===== config.mk =====
export PLATFORM = sky130hd
export DESIGN_NAME = uart_rx_fifo
export DESIGN_NICKNAME = d
export VERILOG_FILES = /design/src/rtl/uart_pkg.sv /design/src/rtl/uart_fifo_mem.sv /design/src/rtl/uart_rx_fifo.sv
export SDC_FILE = /design/constraint.sdc
export NUM_CORES = 1
export LEC_CHECK = 0
export CORE_AREA = 5 5 101 174
export DETAILED_ROUTE_END_ITERATION = 12
export DIE_AREA = 0 0 106 179
export GPL_TIMING_DRIVEN = 0
export HOLD_SLACK_MARGIN = 0.1
export MAX_ROUTING_LAYER = met4
export PLACE_DENSITY = 0.67
export SYNTH_ARGS = -nofsm -noshare
export SYNTH_HDL_FRONTEND = slang
export SYNTH_SLANG_ARGS = --single-unit
export TNS_END_PERCENT = 20

===== constraint.sdc =====
create_clock -name clk -period 4.15 [get_ports clk]
set_input_delay 1.245 -clock clk [delete_from_list [all_inputs] [get_ports clk]]
set_output_delay 1.245 -clock clk [all_outputs]
set_load 0.005 [all_outputs]

===== src/rtl/uart_pkg.sv =====
// ---------------------------------------------------------------------------
// uart_pkg
// Shared definitions for the UART receive buffer:
//   - UART_DATA_WIDTH : character width carried through the buffer (9 bits)
//   - ENTRY_WIDTH     : stored entry width {data, parity error, break}
//   - ENTRY_*         : bit positions of each field inside a stored entry
//   - captureState_t  : state encoding of the receiver capture FSM
//   - packEntry       : builds a stored entry from the receiver status lines
// ---------------------------------------------------------------------------
package uart_pkg;

    localparam int UART_DATA_WIDTH  = 9;
    localparam int ENTRY_WIDTH      = UART_DATA_WIDTH + 2;
    localparam int ENTRY_BREAK_BIT  = 0;
    localparam int ENTRY_PARITY_BIT = 1;
    localparam int ENTRY_DATA_LSB   = 2;
    localparam int ENTRY_DATA_MSB   = ENTRY_DATA_LSB + UART_DATA_WIDTH - 1;

    typedef enum logic [1:0] {
        CAP_IDLE       = 2'd0,
        CAP_ACK        = 2'd1,
        CAP_WAIT_CLEAR = 2'd2
    } captureState_t;

    // A break reported without a character carries no data and no parity
    // information, so both are forced to zero in that case.
    function automatic logic [ENTRY_WIDTH-1:0] packEntry(
        input logic [UART_DATA_WIDTH-1:0] data,
        input logic                       parityError,
        input logic                       breakSeen,
        input logic                       dataValid
    );
        logic [UART_DATA_WIDTH-1:0] storedData;
        storedData = dataValid ? data : '0;
        return {storedData, parityError & dataValid, breakSeen};
    endfunction

endpackage


===== src/rtl/uart_fifo_mem.sv =====
// ---------------------------------------------------------------------------
// uart_fifo_mem
// Register-array storage for the receive FIFO. One synchronous write port,
// one asynchronous read port. Array contents are not reset; validity of the
// head entry is tracked by the surrounding FIFO control.
// Ports:
//   clk        : system clock
//   i_wrEn     : write strobe
//   i_wrAddr   : write address
//   i_wrData   : write data
//   i_rdAddr   : read address
//   o_rdData   : combinational read data at i_rdAddr
// ---------------------------------------------------------------------------
module uart_fifo_mem #(
    parameter int DEPTH_LOG2 = 4,
    parameter int WIDTH      = 11
) (
    input  logic                  clk,
    input  logic                  i_wrEn,
    input  logic [DEPTH_LOG2-1:0] i_wrAddr,
    input  logic [WIDTH-1:0]      i_wrData,
    input  logic [DEPTH_LOG2-1:0] i_rdAddr,
    output logic [WIDTH-1:0]      o_rdData
);

    logic [WIDTH-1:0] r_mem [0:(1<<DEPTH_LOG2)-1];

    // Plain write port; no reset so this maps onto distributed RAM or flops.
    always_ff @(posedge clk) begin
        if (i_wrEn) begin
            r_mem[i_wrAddr] <= i_wrData;
        end
    end

    assign o_rdData = r_mem[i_rdAddr];

endmodule


===== src/rtl/uart_rx_fifo.sv =====
// ---------------------------------------------------------------------------
// uart_rx_fifo
// Receive-side buffer behind the UART receiver. Captures each pending
// character (or break) from the receiver's level-held status, acknowledges
// it with a one-cycle pulse, and stores it with its error flags in a
// first-word-fall-through FIFO read by the host.
// Ports:
//   clk, rst           : clock, asynchronous active-high reset
//   rxData             : character from receiver
//   rxDataReceived     : receiver has a character pending
//   rxParityError      : parity error of pending character
//   rxOverflow         : receiver overwrote an unacknowledged character
//   rxBreak            : receiver detected break
//   rxAck              : one-cycle acknowledge back to the receiver
//   outData            : head entry data (0 when empty)
//   outParityError     : head entry parity flag
//   outBreak           : head entry break flag
//   outValid           : FIFO not empty
//   outReady           : host pops head when outValid && outReady
//   flush              : synchronous empty of the FIFO
//   level              : entries stored, 0..2^DEPTH_LOG2
//   full               : level equals depth
//   lostData           : sticky, an overflow was reported at a capture
//   clearLost          : synchronous clear of lostData
// ---------------------------------------------------------------------------
module uart_rx_fifo #(
    parameter int DEPTH_LOG2 = 4
) (
    input  logic                                 clk,
    input  logic                                 rst,
    input  logic [uart_pkg::UART_DATA_WIDTH-1:0] rxData,
    input  logic                                 rxDataReceived,
    input  logic                                 rxParityError,
    input  logic                                 rxOverflow,
    input  logic                                 rxBreak,
    output logic                                 rxAck,
    output logic [uart_pkg::UART_DATA_WIDTH-1:0] outData,
    output logic                                 outParityError,
    output logic                                 outBreak,
    output logic                                 outValid,
    input  logic                                 outReady,
    input  logic                                 flush,
    output logic [DEPTH_LOG2:0]                  level,
    output logic                                 full,
    output logic                                 lostData,
    input  logic                                 clearLost
);

    import uart_pkg::*;

    localparam logic [DEPTH_LOG2:0]   LEVEL_FULL = (DEPTH_LOG2+1)'(1 << DEPTH_LOG2);
    localparam logic [DEPTH_LOG2:0]   LEVEL_ONE  = (DEPTH_LOG2+1)'(1);
    localparam logic [DEPTH_LOG2-1:0] PTR_ONE    = DEPTH_LOG2'(1);

    captureState_t            r_state;
    logic                     r_rxAck;
    logic [DEPTH_LOG2-1:0]    r_wrPtr;
    logic [DEPTH_LOG2-1:0]    r_rdPtr;
    logic [DEPTH_LOG2:0]      r_level;
    logic                     r_lostData;

    logic                     w_full;
    logic                     w_outValid;
    logic                     w_capture;
    logic                     w_pop;
    logic [ENTRY_WIDTH-1:0]   w_entryIn;
    logic [ENTRY_WIDTH-1:0]   w_headEntry;

    assign w_full     = (r_level == LEVEL_FULL);
    assign w_outValid = (r_level != '0);

    // Fullness is judged on the level before any same-cycle pop, so a push
    // racing a pop on a full FIFO simply retries on the following cycle.
    assign w_capture  = (r_state == CAP_IDLE) && (rxDataReceived || rxBreak)
                        && !w_full && !flush;
    assign w_pop      = w_outValid && outReady && !flush;
    assign w_entryIn  = packEntry(rxData, rxParityError, rxBreak, rxDataReceived);

    // Capture FSM: take the character, pulse the acknowledge, then wait for
    // the receiver to drop its status so a held character is not taken twice.
    always_ff @(posedge clk or posedge rst) begin
        if (rst) begin
            r_state <= CAP_IDLE;
            r_rxAck <= 1'b0;
        end else begin
            r_rxAck <= 1'b0;
            case (r_state)
                CAP_IDLE: begin
                    if (w_capture) begin
                        r_state <= CAP_ACK;
                        r_rxAck <= 1'b1;
                    end
                end
                CAP_ACK: begin
                    r_state <= CAP_WAIT_CLEAR;
                end
                CAP_WAIT_CLEAR: begin
                    if (!rxDataReceived && !rxBreak) begin
                        r_state <= CAP_IDLE;
                    end
                end
                default: begin
                    r_state <= CAP_IDLE;
                end
            endcase
        end
    end

    // FIFO pointers and occupancy. Flush wins over everything; capture is
    // already held off during flush so no write can be lost mid-flush.
    always_ff @(posedge clk or posedge rst) begin
        if (rst) begin
            r_wrPtr <= '0;
            r_rdPtr <= '0;
            r_level <= '0;
        end else if (flush) begin
            r_wrPtr <= '0;
            r_rdPtr <= '0;
            r_level <= '0;
        end else begin
            if (w_capture) begin
                r_wrPtr <= r_wrPtr + PTR_ONE;
            end
            if (w_pop) begin
                r_rdPtr <= r_rdPtr + PTR_ONE;
            end
            case ({w_capture, w_pop})
                2'b10:   r_level <= r_level + LEVEL_ONE;
                2'b01:   r_level <= r_level - LEVEL_ONE;
                default: r_level <= r_level;
            endcase
        end
    end

    // Sticky lost-data flag; a new overflow capture beats a coincident clear.
    always_ff @(posedge clk or posedge rst) begin
        if (rst) begin
            r_lostData <= 1'b0;
        end else if (w_capture && rxOverflow) begin
            r_lostData <= 1'b1;
        end else if (clearLost) begin
            r_lostData <= 1'b0;
        end
    end

    uart_fifo_mem #(
        .DEPTH_LOG2 (DEPTH_LOG2),
        .WIDTH      (ENTRY_WIDTH)
    ) u_mem (
        .clk      (clk),
        .i_wrEn   (w_capture),
        .i_wrAddr (r_wrPtr),
        .i_wrData (w_entryIn),
        .i_rdAddr (r_rdPtr),
        .o_rdData (w_headEntry)
    );

    // Head fields are masked while empty so stale array contents never show.
    assign outData        = w_outValid ? w_headEntry[ENTRY_DATA_MSB:ENTRY_DATA_LSB] : '0;
    assign outParityError = w_outValid & w_headEntry[ENTRY_PARITY_BIT];
    assign outBreak       = w_outValid & w_headEntry[ENTRY_BREAK_BIT];
    assign outValid       = w_outValid;
    assign rxAck          = r_rxAck;
    assign level          = r_level;
    assign full           = w_full;
    assign lostData       = r_lostData;

endmodule


==> run_results.csv <==
group,metric,value,unit
status,status,"completed",
synthesis,ys_seq_area_frac,0.728,
sta,hold_violations,0,
power_and_ir_drop,power_density,576,nW/um^2
route,num_vias,3914,
synthesis,synth_warnings,0,
sta,timing.fmax,0.241,GHz
power_and_ir_drop,peakVddDrop,0.000386,V
grt,track_usage,0.202,
grt,grt_pass1_vias,4436,
floorplanning,die_x,106,microns
critical_path,startpoint,"r_rdPtr[0]",
synthesis,avgSynthCellArea,19.6,sq um
route,firstDrtPassIters,4,
critical_path,crit_type,"flip-flop to primary output",
layout,antennaDiodeCount,0,
critical_path,critPathCaptureType,"primary output",
sta,rsz0062_at_grt,"true",
critical_path,worstPathRequired,2900,ps
critical_path,r2r_start,"level[1]",
grt,grt_first_pass_wirelength,26200,microns
sta,layout_min_cycle_time,4150,ps
critical_path,endpoint,"outData[1]",
clocking,worstSkewPairLatency,430,ps
route,avgRoutedWirePerCell,26.0,microns
clocking,holdBufCountCts,0,
place,placedCellCount,625,
clocking,htree_levels,4,
job,drv_cap,0,
critical_path,cp_max_fo,10,
layout,instances_no_fill,662,
grt,antenna_found_initial,0,
critical_path,r2r_slack,1340,ps
place,hpwl,11500,microns
floorplanning,initial_core_util,0.494,
floorplanning,ios,38,
grt,gr-total-overflow,0,
synthesis,synth.distinct_cells,39,
synthesis,yosysTopAreaCell,"edfxtp_1",
layout,nNetsFinal,486,
floorplanning,dieArea,19000,sq um
synthesis,synth-main-ff-cell,"edfxtp_1",
place,placed_area,8440,sq um
place,finalWeightedCongestion,0.847,
synthesis,syn_inst,400,
clocking,ctsRootBufferMaster,"clkbuf_16",
layout,layout-drive-gt1-share,0.275,
floorplanning,die_y,179,microns
route,ant_nets,0,
route,detail_route.vias_per_cell,5.91,
clocking,clk_pin_slew,70,ps
layout,most-common-layout-cells,"176 x edfxtp_1, 55 x mux4_2, 30 x clkdlybuf4s50_1, 23 x and2_1, 18 x nor2_1",
sta,timing.slew.headroom,0.403,
synthesis,ys_ff_latch,193,
sta,clock_skew,7.33,ps
critical_path,worstSetupStartpointType,"flip-flop",
power_and_ir_drop,p_leak,3.06,nW
layout,layout_commonest_cell,"edfxtp_1",
critical_path,reg2reg_depth,5,
sta,worstMarginPinSlew,894,ps
floorplanning,coreArea,15900,sq um
synthesis,synth_top_area_frac,0.673,
clocking,cts.sinks,193,
synthesis,async_flop_share,0.0881,
route,routed_wirelength,17200,microns
layout,area_growth,18.2,%
grt,grt_max_degree,20,
critical_path,reg2reg_to,"u_mem.r_mem[1][1]",
floorplanning,num_rows,61,
clocking,cts_made_buffers,17,
sta,tns,0,ps
synthesis,synth.net_count,425,
sta,drv_slew,0,
layout,design_area,9280,sq um
power_and_ir_drop,total_power,5.34,mW
critical_path,critPathArrivalTime,2900,ps
sta,finalCritPeriodShare,1.00,
clocking,cts_max_path_buffers,2,
clocking,cts_tree,"yes",
hold_path,hold_path_class,"flip-flop to flip-flop",
synthesis,netlist_area,7850,sq um
synthesis,synth_area_leaders,"edfxtp_1 67%, mux4_2 16%, dfrtp_1 5.4%, and2_1 1.8%, nor2_1 1.6%",
place,portBuffers,36,
synthesis,synth-edff-count,176,
route,drtIter0Drc,254,
route,drc_errors,0,
sta,setup_viol,0,
[metal layers]
metal  global-route usage  vias to the layer above  routed length (microns)
met5                    -                        -                        0
met4               0.0837                        0                      357
met3               0.0382                       19                      745
met2                0.367                      124                    10100
met1                0.214                     2046                     5950
li1                     -                     1725                        -
[registers in the layout, summed over array words and instances, names as in the netlist]
register     flops
r_rdPtr          4
lostData         1
r_state          2
u_mem.r_mem    176
level            5
r_wrPtr          4
rxAck            1
[metrics by stage]
step	hold WS [ps]	util	setup WS, ps
detailed placement	534	0.532	-706
floorplan	492	-	911
global placement	511	0.532	-631
CTS	546	0.579	-257
finish	551	0.584	1.50
global route	598	0.584	-77.3
[layout make-up]
type	instances	area, sq um
tap	189	236
sequential	193	5710
multi-input combinational	181	2100
timing repair buffer	42	437
fill	1205	6600
clock buffer	17	425
inverter	7	26.3
clock inverter	14	148
buffer	19	188
[how the worst min path moves through the flow]
stage                     from    endpoint  slack (ps)  cells past startpoint
floorplan           r_state[0]  r_state[1]         490                      1
global placement    r_state[1]  r_state[1]         510                      1
detailed placement  r_state[1]  r_state[1]         530                      1
CTS                 r_state[1]  r_state[1]         550                      1
global route        r_state[1]  r_state[1]         600                      1
finish              r_state[1]  r_state[1]         550                      1
[repair_timing]
action,4_1_cts,5_1_grt
setup endpoints to repair,187,99
gates resized for setup,43,18
buffers inserted,4,0
[cells by family after synthesis]
kind of cell	count (synthesis)	synth area share
muxes	59	0.163
and+or+nand+nor	87	0.0564
AOI/OAI and AO/OA	20	0.0188
adders and majority gates	7	0.0112
xor gates and xnor gates	8	0.00893
DFF	193	0.728
buffers and inverters	26	0.0137
[cell usage after synthesis, types with 2 or more instances]
library cell,n
nand2_1,11
or3_1,2
or2_2,2
buf_2,5
o21ai_0,3
a211oi_1,2
mux2i_1,2
ha_1,7
nor2_1,34
mux2_2,2
inv_1,7
edfxtp_1,176
dfrtp_1,17
nand4_1,2
a21oi_1,6
and2_1,23
mux4_2,55
xor2_1,5
xnor2_1,3
nor4_1,2
nor2b_1,3
nand3_1,3
clkbuf_1,12
[where the power goes]
group          total (mW)  internal, mW  switching, mW
clock network        1.56         0.800          0.760
logic                1.50         0.807          0.693
registers            2.29          2.21         0.0721
total                5.34          3.82           1.53
[critical path, cell delays in order (launching register included)]
cell and delay, ps:
dfrtp_1 400, buf_12 180, buf_12 150, buf_4 120
mux4_2 490, mux4_2 470, and2_1 210, clkdlybuf4s50_1 450
Power figures use the tool's default switching activity.
